[src/rtl/sd_pkg.sv]
// Shared SD-reader definitions: byte width, card/filesystem encodings and
// the byte-lane mapping used when packing file bytes into wider words.
package sd_pkg;

  localparam int BYTE_W = 8;

  typedef enum logic [1:0] {
    CARD_UNKNOWN = 2'd0,
    CARD_SDV1    = 2'd1,
    CARD_SDV2    = 2'd2,
    CARD_SDHCV2  = 2'd3
  } card_type_t;

  typedef enum logic [1:0] {
    FS_UNASSIGNED = 2'd0,
    FS_UNKNOWN    = 2'd1,
    FS_FAT16      = 2'd2,
    FS_FAT32      = 2'd3
  } filesystem_type_t;

  // Lane 0 is the LSB; big-endian packing puts the first byte in the top lane.
  function automatic int lane_of(input int idx, input int bpw, input bit big_endian);
    return big_endian ? (bpw - 1 - idx) : idx;
  endfunction

endpackage

[src/rtl/sd_sync_fifo.sv]
// Single-clock FIFO with full/empty/level. A push while full is accepted only
// when a pop happens in the same cycle; the read port shows zero when empty.
module sd_sync_fifo #(
  parameter int WIDTH = 8,
  parameter int DEPTH = 16
) (
  input  logic                     clk,
  input  logic                     reset,
  input  logic                     push,
  input  logic [WIDTH-1:0]         wdata,
  input  logic                     pop,
  output logic [WIDTH-1:0]         rdata,
  output logic                     full,
  output logic                     empty,
  output logic [$clog2(DEPTH):0]   level
);
  localparam int AW = $clog2(DEPTH);

  logic [WIDTH-1:0] mem [DEPTH];
  logic [AW:0]      wr_ptr;
  logic [AW:0]      rd_ptr;
  logic             do_push;
  logic             do_pop;

  // Pointers carry one extra wrap bit so full and empty are distinguishable.
  assign level   = wr_ptr - rd_ptr;
  assign empty   = (wr_ptr == rd_ptr);
  assign full    = (level == (AW+1)'(DEPTH));
  assign do_pop  = pop && !empty;
  assign do_push = push && (!full || do_pop);
  assign rdata   = empty ? '0 : mem[rd_ptr[AW-1:0]];

  always_ff @(posedge clk) begin
    if (reset) begin
      wr_ptr <= '0;
      rd_ptr <= '0;
    end else begin
      if (do_push) wr_ptr <= wr_ptr + 1'b1;
      if (do_pop)  rd_ptr <= rd_ptr + 1'b1;
    end
  end

  always_ff @(posedge clk) begin
    if (!reset && do_push) mem[wr_ptr[AW-1:0]] <= wdata;
  end

endmodule

[src/rtl/sd_word_packer.sv]
// Packs the file-reader byte stream into BYTES_PER_WORD-byte words with keep
// mask and end-of-file flush, buffered in a FIFO. Optional per-file checksum
// output is enabled with SD_WORD_PACKER_CHECKSUM_EN.
module sd_word_packer
  import sd_pkg::*;
#(
  parameter int BYTES_PER_WORD = 3,
  parameter int FIFO_DEPTH     = 16,
  parameter int BIG_ENDIAN     = 1
) (
  input  logic                          clk,
  input  logic                          reset,
  input  logic                          in_valid,
  input  logic [BYTE_W-1:0]             in_byte,
  input  logic                          in_last,
  output logic                          out_valid,
  input  logic                          out_ready,
  output logic [BYTE_W*BYTES_PER_WORD-1:0] out_word,
  output logic [BYTES_PER_WORD-1:0]     out_keep,
  output logic                          out_last,
  output logic [$clog2(FIFO_DEPTH):0]   level,
  output logic                          overflow,
  output logic [15:0]                   drop_count
`ifdef SD_WORD_PACKER_CHECKSUM_EN
  ,
  output logic [15:0]                   csum,
  output logic                          csum_valid
`endif
);
  localparam int WORD_W = BYTE_W * BYTES_PER_WORD;
  localparam int IDX_W  = (BYTES_PER_WORD > 1) ? $clog2(BYTES_PER_WORD) : 1;
  localparam int FIFO_W = WORD_W + BYTES_PER_WORD + 1;

  logic [IDX_W-1:0]          idx;
  logic [WORD_W-1:0]         asm_word;
  logic [BYTES_PER_WORD-1:0] asm_keep;
  logic [WORD_W-1:0]         merged_word;
  logic [BYTES_PER_WORD-1:0] merged_keep;
  int                        lane;
  logic                      complete;
  logic                      drop;
  logic                      fifo_full;
  logic                      fifo_empty;
  logic [FIFO_W-1:0]         fifo_rdata;

  // Incoming byte merged with the partial word; this is what a completing byte pushes.
  always_comb begin
    lane        = lane_of(32'(idx), BYTES_PER_WORD, BIG_ENDIAN != 0);
    merged_word = asm_word;
    merged_keep = asm_keep;
    for (int i = 0; i < BYTES_PER_WORD; i++) begin
      if (i == lane) begin
        merged_word[i*BYTE_W +: BYTE_W] = in_byte;
        merged_keep[i]                  = 1'b1;
      end
    end
  end

  assign complete = in_valid && ((idx == IDX_W'(BYTES_PER_WORD - 1)) || in_last);

  always_ff @(posedge clk) begin
    if (reset) begin
      idx      <= '0;
      asm_word <= '0;
      asm_keep <= '0;
    end else if (complete) begin
      idx      <= '0;
      asm_word <= '0;
      asm_keep <= '0;
    end else if (in_valid) begin
      idx      <= idx + 1'b1;
      asm_word <= merged_word;
      asm_keep <= merged_keep;
    end
  end

  // Output handshake: a word transfers on a cycle with out_valid && out_ready;
  // out_valid is the registered FIFO non-empty state and never looks at
  // out_ready, and the head word holds while out_valid && !out_ready.
  sd_sync_fifo #(
    .WIDTH (FIFO_W),
    .DEPTH (FIFO_DEPTH)
  ) u_fifo (
    .clk   (clk),
    .reset (reset),
    .push  (complete),
    .wdata ({merged_word, merged_keep, in_last}),
    .pop   (out_ready),
    .rdata (fifo_rdata),
    .full  (fifo_full),
    .empty (fifo_empty),
    .level (level)
  );

  assign out_valid                      = !fifo_empty;
  assign {out_word, out_keep, out_last} = fifo_rdata;

  // A full FIFO still takes the word when the head leaves in the same cycle.
  assign drop = complete && fifo_full && !(out_valid && out_ready);

  always_ff @(posedge clk) begin
    if (reset) begin
      overflow   <= 1'b0;
      drop_count <= '0;
    end else if (drop) begin
      overflow <= 1'b1;
      if (drop_count != 16'hFFFF) drop_count <= drop_count + 16'd1;
    end
  end

`ifdef SD_WORD_PACKER_CHECKSUM_EN
  logic [15:0] csum_acc;
  logic [15:0] csum_next;

  assign csum_next = csum_acc + 16'(in_byte);

  always_ff @(posedge clk) begin
    if (reset) begin
      csum_acc   <= '0;
      csum       <= '0;
      csum_valid <= 1'b0;
    end else begin
      csum_valid <= 1'b0;
      if (in_valid) begin
        if (in_last) begin
          csum       <= csum_next;
          csum_valid <= 1'b1;
          csum_acc   <= '0;
        end else begin
          csum_acc <= csum_next;
        end
      end
    end
  end
`endif

endmodule

[config.mk]
export PLATFORM = sky130hd
export DESIGN_NAME = sd_word_packer
export DESIGN_NICKNAME = d
export VERILOG_FILES = /design/src/rtl/sd_pkg.sv /design/src/rtl/sd_sync_fifo.sv /design/src/rtl/sd_word_packer.sv
export SDC_FILE = /design/constraint.sdc
export NUM_CORES = 1
export LEC_CHECK = 0
export ABC_AREA = 1
export ABC_CLOCK_PERIOD_IN_PS = 8960
export BUFFER_PORTS_ARGS = -buffer_cell sky130_fd_sc_hd__buf_2
export CORE_MARGIN = 5
export CORE_UTILIZATION = 63
export CTS_CLUSTER_SIZE = 10
export DETAILED_ROUTE_END_ITERATION = 6
export PLACE_DENSITY = 0.81
export SYNTH_ARGS = -nofsm -noshare
export SYNTH_HDL_FRONTEND = slang
export SYNTH_SLANG_ARGS = --single-unit
export TNS_END_PERCENT = 5
[constraint.sdc]
create_clock -name clk -period 8.96 [get_ports clk]
set_clock_uncertainty 0.1 [all_clocks]
set_input_delay 1.792 -clock clk [delete_from_list [all_inputs] [get_ports clk]]
set_output_delay 1.792 -clock clk [all_outputs]
set_load 0.02 [all_outputs]
## After elaboration in Yosys (flattened, before gate mapping)

Memories as Yosys holds them, arrays and structs flattened. A register that Yosys moved wholly into a read port is not among the register bits.
Cells that the tools add are included.

| cells by class | value |
|---|---|
| $add $sub $neg | 6 |
| eq/ne operators | 6 |
| mux-type cells | 11 |
| reductions and logical operators | 15 |

Operators with widths:

| kind | number |
|---|---|
| zero test 32 bit | 1 |
| two-way mux 28 bit | 1 |
| two-way mux 8 bit | 3 |
| adder 16 x 1 -> 16 bit (second input constant) | 1 |
| inequality test 16 bit (second input constant) | 1 |
| adder 5 x 1 -> 5 bit (second input constant) | 2 |
| two-way mux 4 bit | 2 |
| logical AND 1 bit | 6 |
| equality test 5 bit | 1 |
| equality test 5 bit (second input constant) | 1 |
| two-way mux 1 bit | 5 |
| subtractor 5 bit | 1 |
| zero test 1 bit | 4 |
| equality test 2 x 3 -> 1 bit (first input constant) | 1 |
| equality test 3 bit (first input constant) | 1 |
| subtractor 2 x 2 -> 3 bit (first input constant) | 1 |
| adder 2 x 1 -> 2 bit (second input constant) | 1 |
| equality test 2 bit (second input constant) | 1 |
| logical OR 1 bit | 2 |
| AND reduction 2 bit | 1 |
| OR reduction 2 bit | 1 |

| storage, ports and cells | value |
|---|---|
| register bits | 56 |
| bits in writable memories | 448 |
| output and inout bits | 51 |
| memories | 1 |

Memories:

| name | depth | width | read ports | clocked after Yosys merged registers in | wr ports | RTL line | source |
|---|---|---|---|---|---|---|---|
| u_fifo.mem | 16 | 28 | 1 | 1 | 1 | sd_sync_fifo.sv:19 | `logic [WIDTH-1:0] mem [DEPTH];` |

## Depth between registers and ports, before layout

| depth | value |
|---|---|
| depth in word-level cells | 8 |
| gate-level depth with buffers | 15 |
| depth with buffers taken out | 14 |

## By module

A second synthesis with hierarchy kept.

| second synthesis, totals | value |
|---|---|
| cell total of the unflattened synthesis | 1854 |
| area, all modules | 21269.1 µm² |

Modules (own cells, without submodules):

| module | times used | cells an instance | area each (µm²) | seq. area each (µm²) |
|---|---|---|---|---|
| sd_sync_fifo | 1 | 1484 | 18734.2 | 13733.2 |
| sd_word_packer | 1 | 370 | 2534.9 | 920.9 |

## Worst setup path before layout

No wires, ideal clock.

| timing path | value |
|---|---|
| path kind | input to register |
| start point | input port in_valid |
| end point | memory u_fifo.mem[15][0] (netlist name) (enable) |
| arrival time | 4.238 ns |
| required time | 8.412 ns |
| path slack | 4.174 ns |
| stages on the path | 4 |
| path buffers | 0 |
| cells stage by stage | o21ai_1 inv_1 nand2_2 nor3_1 |

| on the way | value |
|---|---|
| cells in the longest elaborated chain, start to end | 5 |

Ends and longest elaborated chain:

| element | RTL line | source |
|---|---|---|
| from (decl) | sd_word_packer.sv:13 | `input logic in_valid,` |
| logical AND 1 bit | sd_word_packer.sv:59 | `assign complete = in_valid && ((idx == IDX_W'(BYTES_PER_WORD - 1)) \|\| in_last);` |
| logical AND 1 bit | sd_sync_fifo.sv:30 | `assign do_push = push && (!full \|\| do_pop);` |
| logical AND 1 bit | sd_sync_fifo.sv:44 | `if (!reset && do_push) mem[wr_ptr[AW-1:0]] <= wdata;` |
| two-way mux 1 bit | sd_sync_fifo.sv:44 |  |
| two-way mux 1 bit (not written as such) | sd_sync_fifo.sv:44 |  |
| to (decl) | sd_sync_fifo.sv:19 |  |

Every way passes these cells.

==> results.toml <==
[run_status]
status = "finished, final reports clean"

[global_routing]
grt_pass1_wl_mm = 76.70
grt_overflow_total = 0
grt_usage = 0.2721
grt_pass1_vias = 13820
antenna_found_initial = 2
grt_max_degree = 149

[finish]
area_delta_synth_final_pct = 11.70
nets = 1767
nFillCells = 2143
drive_above_1_share = 0.1125
antenna_cells = 0

[power_and_ir_drop]
power_density_nw_per_um2 = 245.1
seq_power_share = 0.470
p_sw_mw = 1.580
power.share.clock = 0.365
p_int_mw = 4.113
cellLeakagePower_nw = 7.894
ir_drop_uv = 156.2
power_mw = 5.693
p_comb_frac = 0.165
p_sw_frac = 0.2775

[worst_hold_path]
hold_path.class = "register to register"

[logic_synthesis]
synth.cell_area_um2 = 20790
synth_ff_type = "edfxtp_1"
syn-num-nets = 1717
synth_common_cells = "edfxtp_1 (448), nor2_1 (276), nand2_1 (162)"
ys_types = 37
synth_edf_count = 448
ys_ff_latch = 508
avgSynthCellArea_um2 = 12.31
yosysMostFrequentCell = "edfxtp_1"
syn_inst = 1689
synth_area_leaders = "edfxtp_1 (65%), dfxtp_1 (5.8%), nor2_1 (5.0%)"
seq_area_frac_synth = 0.7047
yosys.area.top_type = "edfxtp_1"
async_flop_share = 0
netlist.area_leader.share = 0.6470
ys_warn_count = 0

[sta]
tns_ns = 0
maxSlewHeadroom = 0.1632
fmax_mhz = 165.2
setup_viol = 0
slew_viol_final = 0
tightestPinTransition_ns = 1.255
rsz0062_at_grt = "no"
period_share = 0.6756
period_needed_ns = 6.053
hold_viol = 0

[cts]
cts-resized-gates = 0
post_cts_buffers = 0
hold_buffers = 0
clk_pin_slew_ns = 0.06
clkSinkCount = 508
ctsLongestPathBuffers = 3
cts_tree = "done"
numCtsBuffers = 57
cts_max_level = 2
cts_root_buffer = "clkbuf_16"
clk_latency_ns = 0.59

[die]
io_pins = 64
core_um2 = 32540
rows = 66
die_area_um2 = 36740
die_height_um = 191.7
initial_core_util = 0.6391
die_w_um = 191.7

[route]
drt_iter0_drc = 1898
num_vias = 14110
drt-total-wl_mm = 49.66
drc_errors = 0
ant_nets = 0
dr.pass1.iters = 6
wl_per_cell_um = 22.28
viasPerCell = 6.331

[setup_path]
crit_fanout = 103
crit_type = "register to output port"
start_kind = "register"
worst-endpoint-required_ns = 7.07
cp_data_arrival_time_ns = 4.16
end_kind = "output port"

[place]
port-buffer-count = 63
post-dp-hpwl_mm = 25.08
place_congestion = 0.8279

[job]
maxCapViolCount = 0
worst paths after layout:
kind | slack, ns | cells after the start | from | end
min reg2reg | 0.36 | 2 | asm_word[22] | asm_word[22]
max reg2reg | 5.25 | 13 | u_fifo.wr_ptr[0] | u_fifo.mem[4][11]
max | 2.91 | 7 | register | out_word[11]
min | 0.36 | 2 | asm_word[22] | asm_word[22]
state kept, by name, summed over array words and instances (netlist names), named ones only:
name / count
u_fifo.mem: 448
asm_word: 24
drop_count: 16
u_fifo.rd_ptr: 5
u_fifo.wr_ptr: 5
asm_keep: 3
idx: 2
overflow: 1
cells by family (layout without fill, tap and decap cells):
group / count (synthesis) / count (layout) / synth area share
AO/OA/AOI/OAI: 449 / 449 / 0.1419
flip-flops: 508 / 508 / 0.7047
AND/OR/NAND/NOR: 538 / 538 / 0.1060
adder cells (fa/ha/maj): 15 / 15 / 0.009387
XOR/XNOR: 3 / 3 / 0.001264
buffers and inverters: 176 / 274 / 0.03670
per-layer routing:
metal | GRT usage | share of wire | up-vias
met4 | 0.1011 | 0.031 | 4
met2 | 0.4421 | 0.49 | 759
met1 | 0.3754 | 0.39 | 6918
met5 | 0 | 0.00050 | -
met3 | 0.04598 | 0.092 | 118
li1 | - | - | 6313
per-stage QoR:
stage,std cells,hold slack [ns],worst slack (ns),utilization,instance area (um^2)
floorplan,1689,0.3314,4.174,-,20790
global placement,2122,0.3416,3.786,0.6629,21570
detailed placement,2122,0.3458,3.634,0.6629,21570
CTS,2229,0.3568,3.027,0.7139,23230
global route,2229,0.3833,2.731,0.7139,23230
finish,2229,0.3591,2.907,0.7139,23230
critical path, cell delays in order, from the launching register on:
cell	delay, ns
dfxtp_4	0.68
buf_4	0.69
buf_4	0.85
o21ai_0	0.25
o221ai_1	0.25
nand3_1	0.11
a21oi_1	0.31
buf_2	0.23
area by class of cell:
class	count	area [um^2]	area share
Inverter	65	249.0	0.01072
Tap cell	442	553.0	0.02381
Clock buffer	103	1609	0.06928
Timing Repair Buffer	102	608.1	0.02618
Multi-Input combinational cell	1005	5494	0.2365
Clock inverter	4	50.05	0.002155
Sequential cell	508	14660	0.6313
layout by cell type (no fill, tap or decap), drive strengths merged:
master	count
a32oi	8
or2	6
buf	102
clkinv	3
nand3b	1
nor3b	1
nand4	5
nor2	279
nand2	165
dfxtp	60
clkbuf	103
nand3	77
edfxtp	448
ha	14
o21bai	96
inv	66
fa	1
nor3	4
o21a	1
o221ai	96
xor2	3
o21ai	136
a211oi	24
a21oi	88
power by group through the flow:
| stage | combinational [mW] | clock [mW] | sequential, mW |
|---|---|---|---|
| after floorplan | 0.719 | 0 | 2.67 |
| after global placement | 0.887 | 0 | 2.72 |
| after detailed placement | 0.919 | 0 | 2.72 |
| after CTS | 0.932 | 2.09 | 2.68 |
| after global routing | 1.03 | 2.21 | 2.68 |
| final | 0.939 | 2.08 | 2.68 |
No activity file was read; power rests on OpenSTA's default activity.
